### src/rtl/fiber_test_ctrl_if.sv
// Result readout channel of fiber_test_ctrl: one captured test outcome per transfer.
// result_valid rises when a result is ready, and the res_* fields are stable while it is high.
// The result is consumed on any rising edge where result_valid and result_ack are both high.
// After that edge result_valid drops. result_ack has no effect while result_valid is low.
interface fiber_test_ctrl_if;
  logic        result_valid;
  logic        result_ack;
  logic [31:0] res_samples;
  logic [31:0] res_errors;
  logic [1:0]  res_status;

  modport master (
    output result_valid,
    output res_samples,
    output res_errors,
    output res_status,
    input  result_ack
  );

  modport slave (
    input  result_valid,
    input  res_samples,
    input  res_errors,
    input  res_status,
    output result_ack
  );
endinterface

### src/rtl/fiber_test_ctrl.sv
// Sequencer for one fiber-input link test: acquire pattern lock, clear the checker,
// run for a programmed time, then capture and report the checker counters.
module fiber_test_ctrl #(
  parameter int unsigned LOCK_LEN     = 16,
  parameter int unsigned LOCK_TIMEOUT = 1048576,
  parameter int unsigned DRAIN_CYC    = 2
) (
  input  logic              clk,
  input  logic              rst,
  input  logic              start,
  input  logic              abort,
  input  logic [31:0]       duration,
  input  logic [15:0]       data_in,
  input  logic [31:0]       chk_sample_cnt,
  input  logic [31:0]       chk_err_cnt,
  output logic              chk_rst,
  output logic              busy,
  output logic              locked,
  output logic [2:0]        state_dbg,
  fiber_test_ctrl_if.master res
);

  localparam int TW = $clog2(LOCK_TIMEOUT + 1);
  localparam int DW = (DRAIN_CYC > 1) ? $clog2(DRAIN_CYC) : 1;

  typedef enum logic [2:0] {
    S_IDLE    = 3'd0,
    S_ACQUIRE = 3'd1,
    S_CLEAR   = 3'd2,
    S_RUN     = 3'd3,
    S_DRAIN   = 3'd4,
    S_REPORT  = 3'd5
  } state_t;

  state_t      state_q, state_d;
  logic [15:0] prev_word_q, prev_word_d;
  logic [15:0] lock_cnt_q, lock_cnt_d;
  logic [TW-1:0] to_cnt_q, to_cnt_d;
  logic [31:0] run_cnt_q, run_cnt_d;
  logic [DW-1:0] drain_cnt_q, drain_cnt_d;
  logic        chk_rst_q, chk_rst_d;
  logic        busy_q, busy_d;
  logic        locked_q, locked_d;
  logic        result_valid_q, result_valid_d;
  logic [31:0] res_samples_q, res_samples_d;
  logic [31:0] res_errors_q, res_errors_d;
  logic [1:0]  res_status_q, res_status_d;

  logic [15:0] word_diff;
  logic        good_word;
  logic [16:0] lock_inc;
  logic [TW:0] to_inc;

  always_comb begin
    word_diff      = data_in - prev_word_q;
    good_word      = (word_diff == 16'h0001);
    lock_inc       = {1'b0, lock_cnt_q} + 17'd1;
    to_inc         = {1'b0, to_cnt_q} + {{TW{1'b0}}, 1'b1};

    state_d        = state_q;
    prev_word_d    = data_in;
    lock_cnt_d     = lock_cnt_q;
    to_cnt_d       = to_cnt_q;
    run_cnt_d      = run_cnt_q;
    drain_cnt_d    = drain_cnt_q;
    res_samples_d  = res_samples_q;
    res_errors_d   = res_errors_q;
    res_status_d   = res_status_q;

    case (state_q)
      S_IDLE: begin
        if (start) begin
          run_cnt_d  = (duration == 32'd0) ? 32'd1 : duration;
          lock_cnt_d = '0;
          to_cnt_d   = '0;
          state_d    = S_ACQUIRE;
        end
      end
      S_ACQUIRE: begin
        lock_cnt_d = good_word ? lock_inc[15:0] : 16'd0;
        // Lock is tested first so it wins over a timeout on the same edge.
        if (good_word && (lock_inc == 17'(LOCK_LEN))) begin
          state_d = S_CLEAR;
        end else begin
          to_cnt_d = to_inc[TW-1:0];
          if (to_inc == (TW+1)'(LOCK_TIMEOUT)) begin
            res_samples_d = 32'd0;
            res_errors_d  = 32'd0;
            res_status_d  = 2'd2;
            state_d       = S_REPORT;
          end
        end
      end
      S_CLEAR: begin
        drain_cnt_d = '0;
        state_d     = S_RUN;
      end
      S_RUN: begin
        run_cnt_d   = run_cnt_q - 32'd1;
        drain_cnt_d = '0;
        if (run_cnt_q == 32'd1) begin
          state_d = S_DRAIN;
        end
      end
      S_DRAIN: begin
        if (drain_cnt_q == DW'(DRAIN_CYC - 1)) begin
          res_samples_d = chk_sample_cnt;
          res_errors_d  = chk_err_cnt;
          res_status_d  = (chk_err_cnt == 32'd0) ? 2'd0 : 2'd1;
          state_d       = S_REPORT;
        end else begin
          drain_cnt_d = drain_cnt_q + DW'(1);
        end
      end
      S_REPORT: begin
        if (res.result_ack) begin
          state_d = S_IDLE;
        end
      end
      default: state_d = S_IDLE;
    endcase

    if (abort) begin
      state_d = S_IDLE;
    end

    // Outputs are decoded from the next state so each flop changes on the entering edge.
    chk_rst_d      = (state_d == S_CLEAR);
    busy_d         = (state_d != S_IDLE);
    locked_d       = (state_d == S_CLEAR) || (state_d == S_RUN) || (state_d == S_DRAIN);
    result_valid_d = (state_d == S_REPORT);
  end

  always_ff @(posedge clk) begin
    if (rst) begin
      state_q        <= S_IDLE;
      prev_word_q    <= '0;
      lock_cnt_q     <= '0;
      to_cnt_q       <= '0;
      run_cnt_q      <= '0;
      drain_cnt_q    <= '0;
      chk_rst_q      <= 1'b0;
      busy_q         <= 1'b0;
      locked_q       <= 1'b0;
      result_valid_q <= 1'b0;
      res_samples_q  <= '0;
      res_errors_q   <= '0;
      res_status_q   <= '0;
    end else begin
      state_q        <= state_d;
      prev_word_q    <= prev_word_d;
      lock_cnt_q     <= lock_cnt_d;
      to_cnt_q       <= to_cnt_d;
      run_cnt_q      <= run_cnt_d;
      drain_cnt_q    <= drain_cnt_d;
      chk_rst_q      <= chk_rst_d;
      busy_q         <= busy_d;
      locked_q       <= locked_d;
      result_valid_q <= result_valid_d;
      res_samples_q  <= res_samples_d;
      res_errors_q   <= res_errors_d;
      res_status_q   <= res_status_d;
    end
  end

  assign chk_rst          = chk_rst_q;
  assign busy             = busy_q;
  assign locked           = locked_q;
  assign state_dbg        = state_q;
  assign res.result_valid = result_valid_q;
  assign res.res_samples  = res_samples_q;
  assign res.res_errors   = res_errors_q;
  assign res.res_status   = res_status_q;

endmodule

### src/flat_wrapper.sv
// flat-port wrapper written by rule: the top's interface ports become plain ports
module fiber_test_ctrl_flat 
#(
  parameter int unsigned LOCK_LEN     = 16,
  parameter int unsigned LOCK_TIMEOUT = 1048576,
  parameter int unsigned DRAIN_CYC    = 2
)
  (clk, rst, start, abort, duration, data_in, chk_sample_cnt, chk_err_cnt, chk_rst, busy, locked, state_dbg, res_result_valid, res_res_samples, res_res_errors, res_res_status, res_result_ack);
  fiber_test_ctrl_if res_i ();
  input  logic clk;
  input  logic rst;
  input  logic start;
  input  logic abort;
  input  logic [31:0] duration;
  input  logic [15:0] data_in;
  input  logic [31:0] chk_sample_cnt;
  input  logic [31:0] chk_err_cnt;
  output logic chk_rst;
  output logic busy;
  output logic locked;
  output logic [2:0] state_dbg;
  output wire logic [$bits(res_i.result_valid)-1:0] res_result_valid;
  output wire logic [$bits(res_i.res_samples)-1:0] res_res_samples;
  output wire logic [$bits(res_i.res_errors)-1:0] res_res_errors;
  output wire logic [$bits(res_i.res_status)-1:0] res_res_status;
  input wire logic [$bits(res_i.result_ack)-1:0] res_result_ack;
  assign res_result_valid = res_i.result_valid;
  assign res_res_samples = res_i.res_samples;
  assign res_res_errors = res_i.res_errors;
  assign res_res_status = res_i.res_status;
  assign res_i.result_ack = res_result_ack;
  fiber_test_ctrl #(.LOCK_LEN(LOCK_LEN), .LOCK_TIMEOUT(LOCK_TIMEOUT), .DRAIN_CYC(DRAIN_CYC)) u_core (.clk(clk), .rst(rst), .start(start), .abort(abort), .duration(duration), .data_in(data_in), .chk_sample_cnt(chk_sample_cnt), .chk_err_cnt(chk_err_cnt), .chk_rst(chk_rst), .busy(busy), .locked(locked), .state_dbg(state_dbg), .res(res_i));
endmodule
### config.mk
export PLATFORM = sky130hd
export DESIGN_NAME = fiber_test_ctrl_flat
export DESIGN_NICKNAME = d
export VERILOG_FILES = /design/src/rtl/fiber_test_ctrl_if.sv /design/src/rtl/fiber_test_ctrl.sv /design/src/flat_wrapper.sv
export SDC_FILE = /design/constraint.sdc
export NUM_CORES = 1
export LEC_CHECK = 0
export ABC_CLOCK_PERIOD_IN_PS = 4200
export CAP_MARGIN = 20
export CORE_MARGIN = 2
export CORE_UTILIZATION = 33
export CTS_BUF_LIST = sky130_fd_sc_hd__clkbuf_4 sky130_fd_sc_hd__clkbuf_8
export DETAILED_ROUTE_END_ITERATION = 10
export SYNTH_ARGS = -nofsm -noshare
export SYNTH_HDL_FRONTEND = slang
export SYNTH_SLANG_ARGS = --single-unit
### constraint.sdc
create_clock -name clk -period 4.2 [get_ports clk]
set_input_delay 0.63 -clock clk [delete_from_list [all_inputs] [get_ports clk]]
set_output_delay 0.63 -clock clk [all_outputs]
set_load 0.01 [all_outputs]
Word level (Yosys, flattened, before mapping)
Index checks and enable logic that the tools add are counted.

Flip-flop bits (word level): 159. Bits of input ports: 117. Output and inout port bits: 73. Logic and storage cells: 81.

Add/sub/neg operators: 5. Equality and inequality tests: 17. Multiplexer cells: 30. Reduce and logical (&&, ||, !) cells: 16.

Operator list (number): two-way mux 32 bit (6); one-hot mux 32 bit (2 select lines) (3); zero test 32 bit (2); two-way mux 21 bit (2); one-hot mux 21 bit (2 select lines) (1); == test 32 x 1 -> 1 bit, second input constant (1); two-way mux 16 bit (2); one-hot mux 16 bit (2 select lines) (1); subtractor 32 x 1 -> 32 bit, second input constant (1); adder 21 x 1 -> 22 bit, second input constant (1); == test 22 x 21 -> 1 bit, second input constant (1); two-way mux 3 bit (7); one-hot mux 3 bit (6 select lines) (1); adder 16 x 1 -> 17 bit, second input constant (1); == test 17 x 5 -> 1 bit, second input constant (1); == test 16 x 1 -> 1 bit, second input constant (1); subtractor 16 bit (1); == test 3 x 2 -> 1 bit, second input constant (4); == test 3 bit, second input constant (4); nonzero test 2 bit (4); two-way mux 2 bit (3); inequality test 2 x 1 -> 1 bit, second input constant (2); inequality test 2 bit, second input constant (2); one-hot mux 2 bit (2 select lines) (1); 12 further kinds (15).

Longest topological paths before layout
Gate-level depths: netlist (run 1).

Depth in word-level cells: 9. Gate-level depth with buffers: 14. Depth with buffers taken out: 12.

Least setup slack after synthesis (run 1)
No wires, ideal clock.

Path type: input-to-reg. Start point: input port data_in[0]. End point: register u_core.to_cnt_q[17]. Setup time: 116 ps. Arrival time: 3480 ps. Data required time: 4084 ps. Slack: 604 ps. Stages on the path: 14. Path buffers: 2. Path through: inv_1 -> ha_1 -> fa_1 -> and2b_1 -> o2111ai_1 -> a211o_1 -> a31o_1 -> o21ai_1 -> o2111ai_1 -> buf_2 -> o211ai_1 -> buf_4 -> a21oi_1 -> a31o_1.

Longest elaborated chain between the ends: 5.

RTL lines: start, declared (RTL line flat_wrapper.sv:15) `input logic [15:0] data_in;`; subtractor 16 bit (RTL line fiber_test_ctrl.sv:55) `word_diff = data_in - prev_word_q;`; == test 16 x 1 -> 1 bit (RTL line fiber_test_ctrl.sv:56) `good_word = (word_diff == 16'h0001);`; logical AND 1 bit (RTL line fiber_test_ctrl.sv:82) `if (good_word && (lock_inc == 17'(LOCK_LEN))) begin`; inequality test 2 bit (no line); AND reduction 3 bit (no line); end signal, assigned (RTL line fiber_test_ctrl.sv:153) `to_cnt_q <= to_cnt_d;`; end, declared (RTL line fiber_test_ctrl.sv:38) `logic [TW-1:0] to_cnt_q, to_cnt_d;`.

No other way between the ends. A chain may end at the register's enable or synchronous reset.

Final worst setup path (run 1)
Start point: input port data_in[0]. End point: register u_core.lock_cnt_q[2].

Longest elaborated chain between the ends: 4.

RTL lines: subtractor 16 bit (RTL line fiber_test_ctrl.sv:55); == test 16 x 1 -> 1 bit (RTL line fiber_test_ctrl.sv:56); two-way mux 16 bit (RTL line fiber_test_ctrl.sv:80) `lock_cnt_d = good_word ? lock_inc[15:0] : 16'd0;`; one-hot mux 16 bit (2 select lines) (RTL line fiber_test_ctrl.sv:70) `case (state_q)`; end signal, assigned (RTL line fiber_test_ctrl.sv:152) `lock_cnt_q <= lock_cnt_d;`; end, declared (RTL line fiber_test_ctrl.sv:37) `logic [15:0] lock_cnt_q, lock_cnt_d;`.

No other way between the ends.

==> insert_results.sql, run 1 <==
INSERT INTO impl_metrics (metric_group, metric, value, unit) VALUES
('power', 'share_seq_of_total_power', '48.2', '%'),
('run_status', 'result_of_the_run', 'finished, final reports clean', ''),
('worst_setup_path', 'critical_path.max_stage_delay', '450', 'ps'),
('die', 'placeableCoreArea', '25000', 'um^2'),
('sta', 'report.final.setup_viol', '0', ''),
('global_routing', 'grt_antenna_before_repair', '0', ''),
('logic_synthesis', 'synthesis.yosys.warnings', '0', ''),
('logic_synthesis', 'synthTopCellsByArea', 'sky130_fd_sc_hd__dfxtp_1, sky130_fd_sc_hd__a22o_1, sky130_fd_sc_hd__a21oi_1, sky130_fd_sc_hd__nor2_1, sky130_fd_sc_hd__nand2_1', ''),
('power', 'power.switching_fraction', '31.2', '%'),
('global_routing', 'number_of_global_route_vias_before_repair', '7717', ''),
('finish', 'multiInputGateArea', '4730', 'um^2'),
('placement', 'place.detailed.instances', '1470', ''),
('worst_setup_path', 'timing.critical_path.cells', 'clkdlybuf4s50_1, inv_1, ha_1, fa_1, and2b_1, o2111ai_1, a211o_1, a31o_1, o21ai_1, o2111ai_1, buf_4, buf_4, nor3_4, buf_12, a21oi_1, a311oi_1', ''),
('worst_setup_path', 'timing.reg2reg.setup_slack', '820', 'ps'),
('global_routing', 'globalRoute.busiestLayer', 'met2', ''),
('drt', 'routed_wirelength', '24.6', 'mm'),
('sta', 'max-slew-margin-rel', '47.1', '%'),
('sta', 'totalNegativeSetupSlack', '0', 'ps'),
('cts', 'hold_buffers', '0', ''),
('drt', 'drt_pre_antenna_iters', '7', ''),
('finish', 'stdcell_count', '1502', ''),
('drt', 'ant_nets', '0', ''),
('power', 'ir_drop', '0.173', 'mV'),
('run', 'maxCapViolations', '0', ''),
('logic_synthesis', 'syn_inst', '991', ''),
('logic_synthesis', 'synth_enable_flop_cells', '0', ''),
('worst_setup_path', 'cp_data_arrival_time', '4130', 'ps'),
('die', 'design.die.area', '26700', 'um^2'),
('sta', 'grt_setup_unrepaired', 'false', ''),
('cts', 'post-cts-setup-buffers', '0', ''),
('global_routing', 'grt_pass1_wl', '39.7', 'mm'),
('sta', 'timing_worst_slew_pin_value', '794', 'ps'),
('finish', 'antenna-diode-count', '0', ''),
('sta', 'worst_clock_skew', '16.7', 'ps'),
('cts', 'post_cts.resized_instances', '0', ''),
('placement', 'finalWeightedCongestion', '0.837', ''),
('finish', 'post-route-util', '43.8', '%'),
('logic_synthesis', 'postSynth.asyncResetShare', '0', '%'),
('drt', 'post-route-drc-count', '0', ''),
('placement', 'port_buffers', '189', ''),
('logic_synthesis', 'number_of_nets_in_the_synthesized_netlist', '1129', ''),
('cts', 'cts_buffers', '17', ''),
('die', 'die-height', '163', 'um'),
('logic_synthesis', 'synth_cell_types', '79', ''),
('power', 'p_int', '2230', 'uW'),
('worst_setup_path', 'critical_register_to_register_path_startpoint', 'u_core.prev_word_q[0]$_SDFF_PP0_', ''),
('sta', 'whs', '479', 'ps'),
('cts', 'cell_chosen_for_the_clock_root', 'sky130_fd_sc_hd__clkbuf_8', ''),
('logic_synthesis', 'ys_top_cells_by_count', 'sky130_fd_sc_hd__dfxtp_1, sky130_fd_sc_hd__nor2_1, sky130_fd_sc_hd__nand2_1', ''),
('finish', 'final_layout_size_suffix_gt1_share', '7.42', '%'),
('min_path', 'holdPathStages', '1', ''),
('logic_synthesis', 'mappedNetlistArea', '8380', 'um^2'),
('power', 'leakage', '0.00381', 'uW'),
('finish', 'fill_cells', '2490', ''),
('sta', 'max_clock_freq', '266', 'MHz'),
('logic_synthesis', 'synth_most_common_cell', 'sky130_fd_sc_hd__dfxtp_1', ''),
('die', 'die_w', '163', 'um'),
('logic_synthesis', 'yosys_register_bits', '159', ''),
('drt', 'post_drt_wl_per_cell', '16.4', 'um'),
('logic_synthesis', 'synth_sequential_area_ratio', '38.0', '%'),
('worst_setup_path', 'worstPathRequired', '4580', 'ps'),
('min_path', 'worst_hold_startpoint', 'u_core.res.res_status[0]$_SDFFE_PP0P_', ''),
('logic_synthesis', 'synth_top_area_share', '38.0', '%'),
('global_routing', 'globalRouteMet2Util', '31.1', '%'),
('sta', 'layout_worst_path_cycle_share', '89.4', '%'),
('logic_synthesis', 'synth_area_per_cell', '8.46', 'um^2'),
('worst_setup_path', 'timing.critical_path.to_type', 'flop', ''),
('power', 'power.density', '296', 'nW/um^2'),
('power', 'net-switching-power', '1010', 'uW'),
('power', 'totalPowerFinal', '3240', 'uW'),
('min_path', 'hold_end', 'u_core.res.res_status[0]$_SDFFE_PP0P_', '');
## routing by layer
layer / vias to the layer above / wire, um
met3: 28 / 1380
met4: 0 / 416
met5: - / 0
met1: 3804 / 11300
li1: 4066 / -
met2: 202 / 11500
## cells in the final DEF, fill, tap and decap left out, types with 16 or more instances in the layout
cell / synthesis / final
sky130_fd_sc_hd__clkdlybuf4s50_1: 0 / 188
sky130_fd_sc_hd__dfxtp_1: 159 / 159
sky130_fd_sc_hd__nor2_1: 77 / 77
sky130_fd_sc_hd__nand2_1: 70 / 70
sky130_fd_sc_hd__a21oi_1: 65 / 65
sky130_fd_sc_hd__a22o_1: 65 / 65
sky130_fd_sc_hd__o21ai_0: 41 / 41
sky130_fd_sc_hd__inv_1: 40 / 40
sky130_fd_sc_hd__nor3_1: 39 / 39
sky130_fd_sc_hd__nor4_1: 32 / 32
sky130_fd_sc_hd__nand3_1: 26 / 26
sky130_fd_sc_hd__or3_1: 23 / 23
sky130_fd_sc_hd__nand4_1: 22 / 22
sky130_fd_sc_hd__ha_1: 20 / 20
sky130_fd_sc_hd__nor2b_1: 19 / 19
sky130_fd_sc_hd__buf_4: 2 / 18
sky130_fd_sc_hd__clkbuf_8: 0 / 17
sky130_fd_sc_hd__xnor2_1: 16 / 16
## power groups by stage
| stage | clock (uW) | combinational, uW | sequential [uW] |
|---|---|---|---|
| finish | 1200 | 479 | 1560 |
| floorplan | 0 | 278 | 1590 |
| global route | 1310 | 528 | 1570 |
| detailed placement | 0 | 476 | 1600 |
| CTS | 1240 | 480 | 1560 |
| global placement | 0 | 477 | 1600 |
## flip-flops by register name (all words and copies together) (netlist names)
signal,cells
u_core.res.res_samples,32
u_core.res.result_valid,1
u_core.busy,1
u_core.state_dbg,3
u_core.res.res_status,2
u_core.locked,1
u_core.chk_rst,1
u_core.run_cnt_q,32
u_core.to_cnt_q,21
u_core.lock_cnt_q,16
u_core.drain_cnt_q,1
u_core.prev_word_q,16
u_core.res.res_errors,32
## logic make-up after synthesis
logic type	after synthesis	share of synthesized area, %
buffers and inverters	100	5.64
muxes	3	0.373
DFF	159	38.0
xor gates and xnor gates	21	2.19
AOI/OAI and AO/OA	298	25.4
and+or+nand+nor	389	25.2
adders and majority gates	21	3.22
## metrics by stage
stage / area (um^2) / setup WS (ps)
2_1_floorplan: 8380 / 604
3_3_place_gp: 10500 / 54.5
3_5_place_dp: 10500 / -5.90
4_1_cts: 11000 / 490
5_1_grt: 11000 / 226
6_report: 11000 / 446
## layout make-up
cell class | instances | area share (%)
Clock buffer | 17 | 2.13
Clock inverter | 15 | 1.73
Inverter | 40 | 1.37
Multi-Input combinational cell | 732 | 43.2
Sequential cell | 159 | 29.0
Tap cell | 330 | 3.77
Timing Repair Buffer | 209 | 18.8
## worst max-delay path: cells and delay by family
family | cells | cell delay, ps
adder cells (fa/ha/maj) | 2 | 620
AO/OA/AOI/OAI | 7 | 1400
buffers and inverters | 5 | 1040
AND/OR/NAND/NOR | 2 | 440
## worst max path at each step
stage / startpoint / to / slack (ps) / cells past startpoint
after floorplan: data_in[0] / u_core.to_cnt_q[17]$_SDFFE_PP0P_ / 600 / 14
after global placement: data_in[0] / u_core.lock_cnt_q[11]$_SDFFE_PP0P_ / 50 / 16
after detailed placement: data_in[0] / u_core.lock_cnt_q[11]$_SDFFE_PP0P_ / -6 / 16
after CTS: data_in[0] / u_core.lock_cnt_q[2]$_SDFFE_PP0P_ / 490 / 16
after global routing: data_in[0] / u_core.lock_cnt_q[4]$_SDFFE_PP0P_ / 230 / 16
final: data_in[0] / u_core.lock_cnt_q[2]$_SDFFE_PP0P_ / 450 / 16
(Power assumes the default switching activity.)
==> run 2, diff against run 1 <==
- CTS_CLUSTER_SIZE: not set -> 24
- DONT_BUFFER_PORTS: not set -> 1
==> run 2 against run 1 <==
Effect of this change: core utilization is 8.0 points lower; sequential power about the same; clock-buffer cell count did not move; final area decreased by 18%; highest routed layer unchanged; via count decreased by 8.3%; final cell count decreased by 13%; maximum frequency grew 2.3%.
==> insert_results.sql, run 2 (synthesis gave the netlist of run 1 again) <==
INSERT INTO impl_metrics (metric_group, metric, value, unit) VALUES
('cts', 'hold_buffers', '0', ''),
('cts', 'clockBufferDepth', '2', ''),
('drt', 'max_layer_used', 'met4', ''),
('global_routing', 'grt_pass1_wl', '35.1', 'mm'),
('sta', 'layout_worst_path_cycle_share', '87.3', '%'),
('worst_setup_path', 'worstSetupPathDepth', '11', ''),
('placement', 'place_hpwl', '16.5', 'mm'),
('worst_setup_path', 'worst_path_max_delay_cell', 'sky130_fd_sc_hd__nor4_2', ''),
('drt', 'dr_wl_met2', '10.9', 'mm'),
('worst_setup_path', 'cp_data_arrival_time', '4050', 'ps'),
('drt', 'drt_pre_antenna_iters', '5', ''),
('drt', 'wl_met3', '1.82', 'mm'),
('cts', 'cts_tree', 'yes', ''),
('finish', 'area_growth', '7.02', '%'),
('finish', 'final_common_cell', 'sky130_fd_sc_hd__dfxtp_1', ''),
('die', 'die_w', '163', 'um'),
('min_path', 'min_path_type', 'primary input to flop', ''),
('power', 'power.density', '343', 'nW/um^2'),
('drt', 'route.detailed.vias_per_inst', '5.71', ''),
('worst_setup_path', 'worstPathMaxFanout', '11', ''),
('sta', 'max-slew-margin-rel', '38.9', '%'),
('global_routing', 'grt.total_usage', '16.4', '%'),
('die', 'placeableCoreArea', '25000', 'um^2'),
('worst_setup_path', 'number_of_buffers_and_inverters_on_the_critical_path', '0', ''),
('worst_setup_path', 'worstPathRequired', '4580', 'ps'),
('drt', 'via_count', '7428', ''),
('placement', 'port_buffers', '0', ''),
('placement', 'finalWeightedCongestion', '0.889', ''),
('worst_setup_path', 'timing.critical_path.cells', 'ha_1, fa_1, and2b_1, o2111ai_1, a211o_1, a31o_1, o21ai_1, o2111ai_1, nor4_2, o21ai_1, o211ai_1', ''),
('cts', 'clkLatencyLatePin', '470', 'ps'),
('worst_setup_path', 'crit_path_class', 'flop to flop', ''),
('run', 'maxCapViolations', '0', ''),
('finish', 'multiInputGateArea', '4730', 'um^2'),
('die', 'initial_utilization', '33.5', '%'),
('sta', 'final_max_slew_viol_count', '0', ''),
('finish', 'antenna-diode-count', '0', ''),
('worst_setup_path', 'critical_path.max_stage_delay', '490', 'ps'),
('global_routing', 'pin_count_of_the_biggest_net_entering_global_routing', '73', ''),
('cts', 'clock_sinks', '159', ''),
('die', 'design.die.area', '26700', 'um^2'),
('sta', 'totalNegativeSetupSlack', '0', 'ps'),
('finish', 'net_count_final', '1097', ''),
('global_routing', 'grt_antenna_before_repair', '0', ''),
('sta', 'timing_worst_slew_pin_value', '911', 'ps'),
('worst_setup_path', 'timing.critical_path.to_type', 'flop', ''),
('die', 'placementRows', '58', ''),
('drt', 'post-route-drc-count', '0', ''),
('worst_setup_path', 'cp_top_family', 'compound AO/OA/AOI/OAI gates', ''),
('min_path', 'holdPathStages', '1', ''),
('cts', 'cell_chosen_for_the_clock_root', 'sky130_fd_sc_hd__clkbuf_8', ''),
('die', 'die-height', '163', 'um'),
('drt', 'post_drt_wl_per_cell', '17.7', 'um'),
('global_routing', 'grt_overflow', '0', ''),
('cts', 'post_cts.resized_instances', '0', ''),
('cts', 'post-cts-setup-buffers', '0', ''),
('drt', 'drt_first_iter_violations', '466', ''),
('sta', 'timing.final.hold_violations', '0', ''),
('sta', 'layout_min_cycle_time', '3670', 'ps'),
('global_routing', 'number_of_global_route_vias_before_repair', '6687', ''),
('finish', 'fill_cells', '2584', ''),
('finish', 'register_area', '3180', 'um^2'),
('run_status', 'result_of_the_run', 'finished, final reports clean', ''),
('sta', 'report.final.setup_viol', '0', ''),
('finish', 'final_cell_mix', 'sky130_fd_sc_hd__dfxtp_1, sky130_fd_sc_hd__nor2_1, sky130_fd_sc_hd__nand2_1, sky130_fd_sc_hd__a21oi_1, sky130_fd_sc_hd__a22o_1', ''),
('sta', 'worst_clock_skew', '19.3', 'ps'),
('cts', 'clkSlewWorstSetupHoldPaths', '100', 'ps'),
('worst_setup_path', 'r2r_cells', '11', ''),
('cts', 'cts_buffers', '17', ''),
('worst_setup_path', 'worstSetupStartpointType', 'flop', ''),
('finish', 'post-route-util', '35.8', '%'),
('power', 'ir_drop', '0.151', 'mV'),
('drt', 'ant_nets', '0', ''),
('die', 'top_level_ports', '190', ''),
('power', 'leakage', '0.00305', 'uW'),
('finish', 'final_layout_size_suffix_gt1_share', '7.72', '%'),
('cts', 'htree_levels', '4', ''),
('sta', 'grt_setup_unrepaired', 'false', ''),
('drt', 'wl_met1', '10.1', 'mm'),
('drt', 'routed_wirelength', '23.1', 'mm'),
('sta', 'max_clock_freq', '273', 'MHz');
[run 2: cell types whose count changed in the layout (fill, tap and decap cells not counted)]
| cell | previous run | this run |
|---|---|---|
| sky130_fd_sc_hd__inv_12 | 1 | 0 |
| sky130_fd_sc_hd__buf_4 | 18 | 8 |
| sky130_fd_sc_hd__clkinv_8 | 5 | 4 |
| sky130_fd_sc_hd__clkinv_4 | 1 | 2 |
| sky130_fd_sc_hd__inv_6 | 1 | 3 |
| sky130_fd_sc_hd__buf_2 | 1 | 0 |
| sky130_fd_sc_hd__clkinvlp_4 | 1 | 0 |
| sky130_fd_sc_hd__buf_12 | 2 | 1 |
| sky130_fd_sc_hd__clkdlybuf4s50_1 | 188 | 0 |
[run 2: layout make-up]
cell class	instances	area share, %
Multi-Input combinational cell	732	52.8
Timing Repair Buffer	9	0.893
Inverter	40	1.67
Clock inverter	15	1.97
Sequential cell	159	35.5
Clock buffer	17	2.61
Tap cell	330	4.60
[run 2: metal layers]
metal  track usage [%]  vias up
met3              5.08       25
met4              4.99        0
met5                 0        -
li1                  -     3660
met1              20.2     3510
met2              27.4      233
[run 2: where the power goes]
part           switching (uW)  leakage [uW]  internal, uW  total (uW)
sequential               26.9       0.00129          1540        1560
clock                     720      0.000208           459        1180
combinational             205       0.00155           130         334
total                     952       0.00305          2130        3080
[run 2: path summary, 6_finish.rpt]
kind / startpoint / endpoint / slack, ps
worst max-delay path: u_core.prev_word_q[0]$_SDFF_PP0_ / u_core.to_cnt_q[7]$_SDFFE_PP0P_ / 530
worst min-delay path: rst / u_core.prev_word_q[15]$_SDFF_PP0_ / 220
worst max register to register: u_core.prev_word_q[0]$_SDFF_PP0_ / u_core.to_cnt_q[7]$_SDFFE_PP0P_ / 530
worst min register to register: u_core.run_cnt_q[13]$_SDFFE_PP0P_ / u_core.run_cnt_q[13]$_SDFFE_PP0P_ / 480
[run 2: worst register-to-register path, cell delays in order, from the launching register on]
cell and delay (ps):
sky130_fd_sc_hd__dfxtp_1 320, sky130_fd_sc_hd__ha_1 220, sky130_fd_sc_hd__fa_1 430, sky130_fd_sc_hd__and2b_1 230
sky130_fd_sc_hd__o2111ai_1 150, sky130_fd_sc_hd__a211o_1 390, sky130_fd_sc_hd__a31o_1 250, sky130_fd_sc_hd__o21ai_1 140
sky130_fd_sc_hd__o2111ai_1 320, sky130_fd_sc_hd__nor4_2 500, sky130_fd_sc_hd__o21ai_1 370, sky130_fd_sc_hd__o211ai_1 290
[run 2: stage by stage]
step                      instance area (um^2)  cells  total power [uW]  hold WS, ps  setup slack, ps
after floorplan                           8380    991              1870          439              604
after global placement                    8560   1270              1930          448              244
after detailed placement                  8560   1270              1930          460              186
after CTS                                 8970   1302              3110          191              541
after global routing                      8970   1302              3220          191              316
final                                     8970   1302              3080          220              532
==> run 3, diff against run 2 <==
- RECOVER_POWER: not set -> 100
==> run 3 against run 2 <==
Effect of this change: clock skew hardly changed; maximum frequency fell by 3.5%; final cell count unchanged; register-to-register slack lost 130 ps; clock power hardly changed; sequential power hardly changed; non-clock buffer count unchanged; final area shrank 0.33%; combinational power is essentially flat; via count rose by 0.19%; die area unchanged; critical path type unchanged; critical endpoint is now u_core.res.res_samples[7]$_SDFFE_PP0P_; largest power group unchanged.
==> insert_results.sql, run 3 (synthesis gave the netlist of run 1 again) <==
INSERT INTO impl_metrics (metric_group, metric, value, unit) VALUES
('die', 'placementRows', '58', ''),
('die', 'die-height', '163', 'um'),
('drt', 'via_count', '7442', ''),
('power', 'ir_drop', '0.151', 'mV'),
('global_routing', 'grt_antenna_before_repair', '0', ''),
('worst_setup_path', 'crit_path_class', 'flop to flop', ''),
('min_path', 'holdPathStages', '1', ''),
('die', 'design.die.area', '26700', 'um^2'),
('drt', 'post-route-drc-count', '0', ''),
('worst_setup_path', 'cp_data_arrival_time', '4220', 'ps'),
('placement', 'finalWeightedCongestion', '0.889', ''),
('sta', 'final_max_slew_viol_count', '0', ''),
('finish', 'net_count_final', '1097', ''),
('drt', 'route.detailed.vias_per_inst', '5.72', ''),
('cts', 'clockBufferDepth', '2', ''),
('worst_setup_path', 'worstPathRequired', '4620', 'ps'),
('cts', 'post_cts.resized_instances', '0', ''),
('cts', 'cts_buffers', '17', ''),
('placement', 'port_buffers', '0', ''),
('finish', 'final_layout_size_suffix_gt1_share', '7.30', '%'),
('global_routing', 'number_of_global_route_vias_before_repair', '6687', ''),
('cts', 'cts_tree', 'yes', ''),
('drt', 'routed_wirelength', '23.1', 'mm'),
('sta', 'max_clock_freq', '263', 'MHz'),
('global_routing', 'grt_overflow', '0', ''),
('cts', 'clkLatencyLatePin', '470', 'ps'),
('die', 'initial_utilization', '33.5', '%'),
('sta', 'report.final.setup_viol', '0', ''),
('global_routing', 'grt_pass1_wl', '35.1', 'mm'),
('worst_setup_path', 'r2r_cells', '12', ''),
('min_path', 'min_path_type', 'primary input to flop', ''),
('finish', 'fill_cells', '2586', ''),
('placement', 'place_hpwl', '16.5', 'mm'),
('sta', 'timing_worst_slew_pin_value', '1280', 'ps'),
('placement', 'placement.setup.worst_slack', '186', 'ps'),
('cts', 'hold_buffers', '0', ''),
('drt', 'post_drt_wl_per_cell', '17.7', 'um'),
('run_status', 'result_of_the_run', 'finished, final reports clean', ''),
('power', 'totalPowerFinal', '3070', 'uW'),
('cts', 'clock_sinks', '159', ''),
('sta', 'totalNegativeSetupSlack', '0', 'ps'),
('sta', 'layout_min_cycle_time', '3800', 'ps'),
('power', 'leakage', '0.00304', 'uW'),
('sta', 'timing.final.hold_violations', '0', ''),
('cts', 'cell_chosen_for_the_clock_root', 'sky130_fd_sc_hd__clkbuf_8', ''),
('worst_setup_path', 'worstPathMaxFanout', '65', ''),
('drt', 'ant_nets', '0', ''),
('cts', 'htree_levels', '4', ''),
('sta', 'max-slew-margin-rel', '14.9', '%'),
('drt', 'drt_pre_antenna_iters', '5', ''),
('worst_setup_path', 'worstSetupStartpointType', 'flop', ''),
('finish', 'final_cell_mix', 'sky130_fd_sc_hd__dfxtp_1, sky130_fd_sc_hd__nor2_1, sky130_fd_sc_hd__nand2_1, sky130_fd_sc_hd__a21oi_1, sky130_fd_sc_hd__a22o_1', ''),
('sta', 'grt_setup_unrepaired', 'false', ''),
('finish', 'final_common_cell', 'sky130_fd_sc_hd__dfxtp_1', ''),
('sta', 'worst_clock_skew', '19.5', 'ps'),
('global_routing', 'pin_count_of_the_biggest_net_entering_global_routing', '73', ''),
('finish', 'area_growth', '6.66', '%'),
('cts', 'post-cts-setup-buffers', '0', ''),
('power', 'power.density', '344', 'nW/um^2'),
('die', 'die_w', '163', 'um'),
('cts', 'clkSlewWorstSetupHoldPaths', '110', 'ps'),
('die', 'placeableCoreArea', '25000', 'um^2'),
('run', 'maxCapViolations', '0', ''),
('sta', 'fin_ws', '400', 'ps'),
('finish', 'antenna-diode-count', '0', ''),
('drt', 'drt_first_iter_violations', '483', ''),
('worst_setup_path', 'timing.critical_path.to_type', 'flop', ''),
('sta', 'layout_worst_path_cycle_share', '90.5', '%'),
('global_routing', 'grt.total_usage', '16.4', '%'),
('die', 'top_level_ports', '190', '');
-- run 3: path summary, 6_finish.rpt --
| path | start | slack (ps) | endpoint |
|---|---|---|---|
| worst max-delay path | u_core.prev_word_q[0]$_SDFF_PP0_ | 400 | u_core.res.res_samples[7]$_SDFFE_PP0P_ |
| worst min register to register | u_core.run_cnt_q[16]$_SDFFE_PP0P_ | 480 | u_core.run_cnt_q[16]$_SDFFE_PP0P_ |
| worst max register to register | u_core.prev_word_q[0]$_SDFF_PP0_ | 400 | u_core.res.res_samples[7]$_SDFFE_PP0P_ |
| worst min-delay path | rst | 220 | u_core.prev_word_q[15]$_SDFF_PP0_ |
-- run 3: area by class of cell --
cell class	instances	area, um^2	share of cell area [%]
repair buffers	9	63.8	0.714
clock inverters	15	176	1.97
multi-input cells	732	4720	52.8
flip-flops and latches	159	3180	35.6
inverters	40	150	1.68
well taps	330	413	4.62
clock buffers	17	234	2.62
-- run 3: where the power goes --
group | total, uW | internal (uW) | switching, uW
clock | 1180 | 459 | 721
sequential | 1560 | 1540 | 26.7
combinational | 331 | 127 | 203
-- run 3: per-stage QoR --
step | hold slack [ps] | utilization (%) | cells | cell area, um^2
finish | 219 | 35.7 | 1302 | 8940
global route | 191 | 35.7 | 1302 | 8940
floorplan | 439 | - | 991 | 8380
global placement | 448 | 34.2 | 1270 | 8560
detailed placement | 460 | 34.2 | 1270 | 8560
CTS | 191 | 35.8 | 1302 | 8970
-- run 3: routing by layer --
layer	wire [um]	vias to the layer above	track usage, %
li1	-	3658	-
met1	10100	3529	20.2
met2	10900	229	27.4
met3	1800	26	5.08
met4	346	0	4.99
met5	0	-	0
-- run 3: critical path: stages (launching register included) --
cell	delay (ps)
sky130_fd_sc_hd__dfxtp_1	320
sky130_fd_sc_hd__ha_1	220
sky130_fd_sc_hd__fa_1	420
sky130_fd_sc_hd__and2b_1	230
sky130_fd_sc_hd__o2111ai_1	160
sky130_fd_sc_hd__a211o_1	390
sky130_fd_sc_hd__a31o_1	250
sky130_fd_sc_hd__o21ai_0	180
sky130_fd_sc_hd__o2111ai_1	290
sky130_fd_sc_hd__o21a_1	420
sky130_fd_sc_hd__a31oi_4	220
sky130_fd_sc_hd__buf_6	400
sky130_fd_sc_hd__a22o_1	210
